`src/rtl/fetch_queue_stage.sv`:
```
// Instruction-fetch stage: drives a synchronous instruction memory and buffers
// {npc, instr} pairs in a prefetch queue behind a valid/ready IF/ID handshake.
module fetch_queue_stage #(
   parameter int unsigned    AW       = 32,
   parameter int unsigned    DW       = 32,
   parameter int unsigned    DEPTH    = 4,
   parameter logic [AW-1:0]  RESET_PC = '0,
   parameter int unsigned    CW       = 16
) (
   input  logic          clk,
   input  logic          rst,
   input  logic          ex_mem_pc_src,
   input  logic [AW-1:0] ex_mem_npc,
   output logic          imem_req,
   output logic [AW-1:0] imem_addr,
   input  logic [DW-1:0] imem_rdata,
   output logic          if_id_valid,
   input  logic          if_id_ready,
   output logic [DW-1:0] if_id_instr,
   output logic [AW-1:0] if_id_npc,
   output logic [CW-1:0] redirect_cnt
);

   localparam int unsigned PW = $clog2(DEPTH);

   logic [AW-1:0] pc;
   logic [AW-1:0] tag_npc;
   logic          inflight;
   logic [PW:0]   count;
   logic [PW-1:0] wr_ptr;
   logic [PW-1:0] rd_ptr;
   logic [DW-1:0] q_instr [DEPTH];
   logic [AW-1:0] q_npc   [DEPTH];

   logic          pop;
   logic          push;
   logic [PW+1:0] occupancy;

   assign if_id_valid = (count != '0);
   assign pop         = if_id_valid & if_id_ready;
   assign push        = inflight & ~ex_mem_pc_src;

   // Every outstanding read holds a reserved slot, so a landing response always fits.
   assign occupancy = (PW+2)'(count) + (PW+2)'(inflight) - (PW+2)'(pop);
   assign imem_req  = ~rst & ~ex_mem_pc_src & (occupancy < (PW+2)'(DEPTH));
   assign imem_addr = pc;

   assign if_id_instr = if_id_valid ? q_instr[rd_ptr] : '0;
   assign if_id_npc   = if_id_valid ? q_npc[rd_ptr]   : '0;

   always_ff @(posedge clk or posedge rst) begin
      if (rst) begin
         pc           <= RESET_PC;
         tag_npc      <= '0;
         inflight     <= 1'b0;
         count        <= '0;
         wr_ptr       <= '0;
         rd_ptr       <= '0;
         redirect_cnt <= '0;
      end else begin
         inflight <= imem_req;
         if (imem_req) begin
            pc      <= pc + AW'(4);
            tag_npc <= pc + AW'(4);
         end
         if (ex_mem_pc_src) begin
            pc     <= {ex_mem_npc[AW-1:2], 2'b00};
            count  <= '0;
            wr_ptr <= '0;
            rd_ptr <= '0;
            if (redirect_cnt != {CW{1'b1}})
               redirect_cnt <= redirect_cnt + CW'(1);
         end else begin
            if (push)
               wr_ptr <= wr_ptr + PW'(1);
            if (pop)
               rd_ptr <= rd_ptr + PW'(1);
            count <= count + (PW+1)'(push) - (PW+1)'(pop);
         end
      end
   end

   // Payload storage needs no reset; the head is masked to zero while empty.
   always_ff @(posedge clk) begin
      if (push) begin
         q_instr[wr_ptr] <= imem_rdata;
         q_npc[wr_ptr]   <= tag_npc;
      end
   end

endmodule

```
`config.mk`:
```
export PLATFORM = sky130hd
export DESIGN_NAME = fetch_queue_stage
export DESIGN_NICKNAME = d
export VERILOG_FILES = /design/src/rtl/fetch_queue_stage.sv
export SDC_FILE = /design/constraint.sdc
export NUM_CORES = 1
export LEC_CHECK = 0
export CORE_MARGIN = 4
export CORE_UTILIZATION = 35
export DETAILED_ROUTE_END_ITERATION = 7
export PLACE_DENSITY_LB_ADDON = 0.15
export SYNTH_ARGS = -nofsm -noshare
export SYNTH_HDL_FRONTEND = slang
export SYNTH_SLANG_ARGS = --single-unit
```
`constraint.sdc`:
```
create_clock -name clk -period 4.4 [get_ports clk]
set_input_delay 0.88 -clock clk [delete_from_list [all_inputs] [get_ports clk]]
set_output_delay 0.88 -clock clk [all_outputs]
set_load 0.05 [all_outputs]
```
# Word-level counts from Yosys, hierarchy flattened
# Memory sizes are Yosys's and may differ from the RTL's.
# Cells that the tools add are included.
# totals
register_bits	88
ramBits	256
input_bits	68
memories	2
output_inout_bits	114
# classes
bitwise	6
mux	11
n_eq_ne	1
n_reduce_logical	5
n_lt_le_gt_ge	1
add_sub_neg	8
# memory_table
memory	depth	width	rd	rd_ports_with_merged_regs	write_ports	line_no	text
q_instr	4	32	1	0	1	32	logic [DW-1:0] q_instr [DEPTH];
q_npc	4	32	1	0	1	33	logic [AW-1:0] q_npc [DEPTH];
# op_table
op	count
two-way mux 32 bit	4
adder 32 x 3 -> 32 bit, second input constant	1
adder 16 x 1 -> 16 bit, second input constant	1
!= test 16 bit, second input constant	1
two-way mux 2 bit	4
nonzero test 2 bit	3
adder 2 x 1 -> 2 bit, second input constant	2
adder 3 x 1 -> 4 bit	1
bitwise AND 1 bit	4
less-than comparator 4 x 3 -> 1 bit, second input constant	1
subtractor 4 x 1 -> 4 bit	1
adder 3 x 1 -> 3 bit	1
two-way mux 3 bit	1
nonzero test 3 bit	1
subtractor 3 x 1 -> 3 bit	1
two-way mux 1 bit	2
NOT 1 bit	2
AND reduction 2 bit	1

# Longest topological paths before layout
# Gate-level depths: netlist of the first run.
# depth
word_depth	7
ltp_mapped	11

# Worst setup path before layout of the first run
# Ideal clock, no wire load.
# synth_path
path_type	input to output
startpoint	in if_id_ready
endpoint	out imem_req
arrival_time_ns	3.071
required_time_ns	3.520
stages	9
setup_slack_ns	0.449
path_cell_list	nand2b_1 or2_2 ha_1 nand2_1 o311a_1 or3b_1 buf_6 a211oi_4 buf_2
# synth_via
elab_chain_cells	4
# synth_lines
item	line_no	text
from (decl)	18	input logic if_id_ready,
bitwise AND 1 bit	40	assign pop = if_id_valid & if_id_ready;
subtractor 4 x 1 -> 4 bit	44	assign occupancy = (PW+2)'(count) + (PW+2)'(inflight) - (PW+2)'(pop);
less-than comparator 4 x 3 -> 1 bit	45	assign imem_req = ~rst & ~ex_mem_pc_src & (occupancy < (PW+2)'(DEPTH));
bitwise AND 1 bit	45	
to (decl)	14	output logic imem_req,
# Every way passes these cells.

# Final worst setup path of the first run
# Ends and elaborated chain as after synthesis.

==> results.cfg, run 1 <==
[setup_path]
worstSetupPathType = primary input to output port
arrival_ps = 3270
slowest_stage = or3b_1
crit_required_ps = 3520
cp_cell_sequence = dlygate4sd2_1 > nand2b_1 > or2_2 > ha_1 > nand2_1 > o311a_1 > or3b_1 > a211oi_4 > buf_12
start_kind = primary input
r2r-end = imem_addr[3]
worstPathMaxFanout = 2
end_kind = output port
rr_startpoint = count[0]
worst-path-buf-inv = 2
rrSetupSlack_ps = 1090
critical_path.top_delay_family = simple AND/OR/NAND/NOR gates
cpPeakStageDelay_ps = 420
rr_worst_depth = 10

[pwr]
p_total_w = 0.0112
power.density_mw_per_mm2 = 639
ir_drop_uv = 545
leakage_nw = 5.86

[floorplan]
die_area_mm2 = 0.0431
die_h_um = 208
ios = 182
rows = 72
core_mm2 = 0.0390
start_util = 0.357
fp.dieW_um = 208

[yosys]
ys_ff_latch = 332
synth-simple-area-share = 0.0913
syn_area_mm2 = 0.0139
async_reset_ff_frac = 0.253
synthXorXnorAreaFrac = 0.0465
synth_compound_area_frac = 0.0437
synth.avg_cell_area_um2 = 15.8
ys_seq_area_frac = 0.685
ys_types = 46
ys.flop_type = edfxtp_1
syn_inst = 882
muxShareOfSynthArea = 0.102
synth_top_family_by_area = multiplexers
synth_warnings = 0
synth-edff-count = 248
synth_fa_ha_area_frac = 0.00952

[placed_design]
place_inst = 1547
place_ws_ps = -55.7
dpl_cell_area_mm2 = 0.0164
hpwlAfterDp_mm = 20.7
gp_congestion = 0.746
numPortBuffers = 175

[sta]
fin_crit_ps = 4150
setup_viol = 0
fmax_ghz = 0.241
fin_ws_ps = 253
fin_crit_sh = 0.942
skew_ps = 16.0
rsz0062_at_grt = false
drv_slew = 0
hold_viol = 0
tightest_slew_ps = 712
relSlewSlack = 0.525

[clock_network]
cts-root-buf = clkbuf_16
post_cts_buffers = 0
clk_pin_slew_worst_paths_ps = 60
cts_buffer_depth = 3
clk_latency_ps = 520
htree_levels = 2
cts_made_buffers = 38
cts_tree = built
clkSinkCount = 332

[final_layout]
syn_to_final_growth_pct = 26.1
fin_nets = 1147
register_area_mm2 = 0.00956
multi_input_area_mm2 = 0.00411
fillers = 3453
insertedDiodeCount = 0
stdcell_count = 1611
layout-drive-gt1-share = 0.149
design_area_mm2 = 0.0176
final_util = 0.451

[global_routing]
track_usage = 0.150
grt_max_degree = 74
antenna_found_initial = 1
grt_pass1_wl_mm = 51.1
grt_overflow = 0
grt_pass1_vias = 8427

[drt]
antenna_left = 0
drt_iter0_markers = 379
wirelength_mm = 32.2
via_per_inst = 4.91
firstDrtPassIters = 5
post_drt_wl_per_cell_um = 20.0
vias = 7904
drc = 0

[flow_run]
cap_violations = 0

[min_path]
hold_start = redirect_cnt[5]
worstHoldEndpoint = redirect_cnt[5]
hold_path.class = register to register
hold_path_depth = 1

[status]
status = complete, no violations
[report_power, final]
group / switching, W / internal (W)
Combinational: 0.00242 / 0.00150
Clock: 0.00122 / 0.00184
Sequential: 0.000418 / 0.00384
[synthesized netlist by cell type, types with 2 or more instances]
cell type  instances  area [um^2]
a2111oi_2          3         45.0
a2111oi_4          2         55.1
a211oi_1          12         90.1
a21oi_1           38          190
and2_1            71          444
and3_1             8         50.1
and4_1             8         70.1
buf_1              8         30.0
buf_2             10         50.1
buf_4              5         37.5
buf_6              3         33.8
clkbuf_1          28          105
dfrtp_1           84         2100
edfxtp_1         248         7450
ha_1               9          113
inv_1             12         45.0
mux4_2            62         1400
nand2_1           49          184
nand3_1           18         90.1
nand4_1           14         87.6
nor2_1            51          191
nor2b_1            3         18.8
nor3_1             6         30.0
o21ai_0           18         90.1
o21ai_1           13         65.1
or3_1              3         18.8
or4_1              5         37.5
xnor2_1           52          455
xor2_1            22          193
[sequential cells by signal, summed over array words and instances (netlist names)]
name and flops:
q_instr 128, q_npc 120, imem_addr 30, tag_npc 30, redirect_cnt 16, count 3
rd_ptr 2, wr_ptr 2, inflight 1
[stage by stage]
step | hold slack, ps | TNS, ps
after global routing | 520 | 0
after detailed placement | 498 | -55.7
after floorplan | 476 | 0
final | 502 | 0
after global placement | 499 | -16.9
after CTS | 512 | 0
[timing repair]
| action | in CTS | in global routing |
|---|---|---|
| endpoints found under the setup margin | 1 | 0 |
| hold buffers | 0 | 0 |
| gates resized for setup | 1 | 0 |
| endpoints found under the hold margin | 0 | 0 |
[final cells by class]
class	count	share of cell area
clock buffer	48	0.0610
timing repair buffer	198	0.114
tap	518	0.0369
sequential	332	0.544
clock inverter	16	0.00797
inverter	12	0.00263
multi-input combinational	487	0.234
[routing by layer]
layer / global-route usage / vias to the layer above / share of wire
met5: 0 / - / 0
met4: 0.0358 / 0 / 0.016
met3: 0.0417 / 32 / 0.065
met2: 0.236 / 213 / 0.46
met1: 0.209 / 3973 / 0.46
li1: - / 3686 / -
[layout by cell type, fill, tap and decap left out, types with 3 or more instances in the layout]
cell type          n
and2_1            67
nor2b_1            3
xnor2_1           52
nand2_1           49
and4_1             8
nor2_1            51
conb_1             4
edfxtp_1         248
inv_1             11
and2_4             4
o21ai_1           13
nor3_1             6
clkinv_2           9
nand4_1           14
a2111oi_2          3
mux4_2            62
a21oi_1           38
xor2_1            22
and3_1             8
nand3_1           18
dfrtp_1           82
buf_4             17
or4_1              5
clkbuf_1           5
clkbuf_16         41
a211oi_1          12
o21ai_0           17
clkdlybuf4s50_1  172
buf_12             7
ha_1               9
[worst max path at each step]
stage | depth (start not counted) | slack [ps] | endpoint | start
floorplan | 9 | 450 | imem_req | if_id_ready
global placement | 9 | -20 | imem_req | if_id_ready
detailed placement | 9 | -60 | imem_req | if_id_ready
CTS | 9 | 190 | imem_req | if_id_ready
global route | 9 | 130 | imem_req | if_id_ready
finish | 9 | 250 | imem_req | if_id_ready
[cells by family after synthesis]
group                    Yosys count
flip-flops                       332
AND/OR/NAND/NOR                  242
AO/OA/AOI/OAI                     93
XOR/XNOR                          74
buffers and inverters             66
multiplexers                      64
adder cells (fa/ha/maj)           10
other                              1
No activity file was read; power rests on OpenSTA's default activity.
==> inputs of run 2 (changes only) <==
--- a/config.mk
+++ b/config.mk
@@ -9,6 +9,7 @@
 export CORE_UTILIZATION = 35
 export DETAILED_ROUTE_END_ITERATION = 7
 export PLACE_DENSITY_LB_ADDON = 0.15
+export RECOVER_POWER = 100
 export SYNTH_ARGS = -nofsm -noshare
 export SYNTH_HDL_FRONTEND = slang
 export SYNTH_SLANG_ARGS = --single-unit
==> results.cfg, run 2 (same netlist as run 1, synthesis figures left out) <==
[status]
status = complete, but fails checks
violations = capacitance limit, slew limit

[clock_network]
clkSinkCount = 332
cts-root-buf = clkbuf_16
htree_levels = 2
clk_latency_ps = 520
cts_tree = built
cts_made_buffers = 38
cts_hold_buf = 0
clk_pin_slew_worst_paths_ps = 60
cts_buffer_depth = 3

[pwr]
ir_drop_uv = 523
power.density_mw_per_mm2 = 633
p_total_w = 0.0111
leakage_nw = 6.01

[final_layout]
final_util = 0.448
layout-drive-gt1-share = 0.137
reg_top3 = q_instr: 128 flops, q_npc: 120 flops
final_cell_mix = edfxtp_1 (248), dlygate4sd3_1 (139), dfrtp_1 (82)
final_common_cell = edfxtp_1
largest_reg_flops = 128
regMostFlops = q_instr
fin_nets = 1147
syn_to_final_growth_pct = 25.4
insertedDiodeCount = 0
design_area_mm2 = 0.0175

[setup_path]
worstSetupPathType = primary input to output port
rrSetupSlack_ps = 540
arrival_ps = 3260
r2r-end = q_npc[3][25]
worstPathMaxFanout = 2
rr_worst_depth = 3
start_kind = primary input
rr_startpoint = inflight
crit_required_ps = 3520
end_kind = output port

[placed_design]
numPortBuffers = 175
hpwlAfterDp_mm = 20.7
dpl_cell_area_mm2 = 0.0164
gp_congestion = 0.746

[global_routing]
grt_pass1_wl_mm = 51.1
antenna_found_initial = 1
grt_max_degree = 74
grt_overflow = 0
track_usage = 0.150
grt_pass1_vias = 8427

[sta]
fmax_ghz = 0.242
hold_viol = 0
fin_crit_ps = 4140
final.setup.tns_ps = 0
fin_crit_sh = 0.941
rsz0062_at_grt = false
skew_ps = 16.0
timing.hold.ws_ps = 496
tightest_slew_ps = 3130
relSlewSlack = -1.09
drv_slew = 240
setup_viol = 0

[drt]
via_per_inst = 4.93
wirelength_mm = 32.3
drc = 0
firstDrtPassIters = 4
post_drt_wl_per_cell_um = 20.1
vias = 7938
antenna_left = 0
drt_iter0_markers = 364

[floorplan]
rows = 72
start_util = 0.357
die_h_um = 208
die_area_mm2 = 0.0431
core_mm2 = 0.0390
ios = 182
fp.dieW_um = 208

[min_path]
worstHoldEndpoint = redirect_cnt[5]
hold_path.class = register to register
hold_path_depth = 1
hold_start = redirect_cnt[5]

[flow_run]
cap_violations = 6
[run 2: changes by cell type in the layout (fill, tap and decap cells not counted), sizes merged]
cell	delta
clkdlybuf4s50	-139
dlygate4sd3	+139
buf	-10
clkbuf	+10
clkinv	-1
clkinvlp	+1
[run 2: area by class of cell]
class | count | area (um^2)
Fill cell | 3475 | 21500
Sequential cell | 332 | 9560
Multi-Input combinational cell | 487 | 4040
Timing Repair Buffer | 198 | 1960
Clock buffer | 48 | 1070
Tap cell | 518 | 648
Clock inverter | 16 | 140
Inverter | 12 | 46.3
[run 2: worst max path at each step]
stage | from | cells after the start | slack (ps) | to
after floorplan | if_id_ready | 9 | 450 | imem_req
after global placement | if_id_ready | 9 | -20 | imem_req
after detailed placement | if_id_ready | 9 | -60 | imem_req
after CTS | if_id_ready | 9 | 190 | imem_req
after global routing | count[1] | 4 | 60 | if_id_instr[9]
final | if_id_ready | 9 | 260 | imem_req
[run 2: through the flow]
stage / worst slack (ps) / cells
2_1_floorplan: 449 / 885
3_5_place_dp: -55.7 / 1547
4_1_cts: 185 / 1611
6_report: 259 / 1611
3_3_place_gp: -16.9 / 1547
5_1_grt: 62.2 / 1611
[run 2: where the power goes]
part / internal (W) / leakage, nW / switching [W]
clock: 0.00184 / 0.597 / 0.00122
sequential: 0.00385 / 3.23 / 0.000416
combinational: 0.00135 / 2.19 / 0.00239
[run 2: routing by layer]
metal,track usage,routed length [um],up-vias
li1,-,-,3689
met1,0.209,14900,4010
met2,0.236,14900,207
met3,0.0417,2030,32
met4,0.0358,508,0
met5,0,0,-
[run 2: repair_timing]
action	4_1_cts	5_1_grt
resized for setup	1	0
endpoints found under the setup margin	1	0
buffers inserted	0	0
[run 2: worst max-delay path, cell delays in order]
cell and delay (ps):
dlygate4sd2_1 270, nand2b_1 90, or2_2 280, ha_1 290, nand2_1 60, o311a_1 390, or3b_1 420, a211oi_4 380
buf_12 180
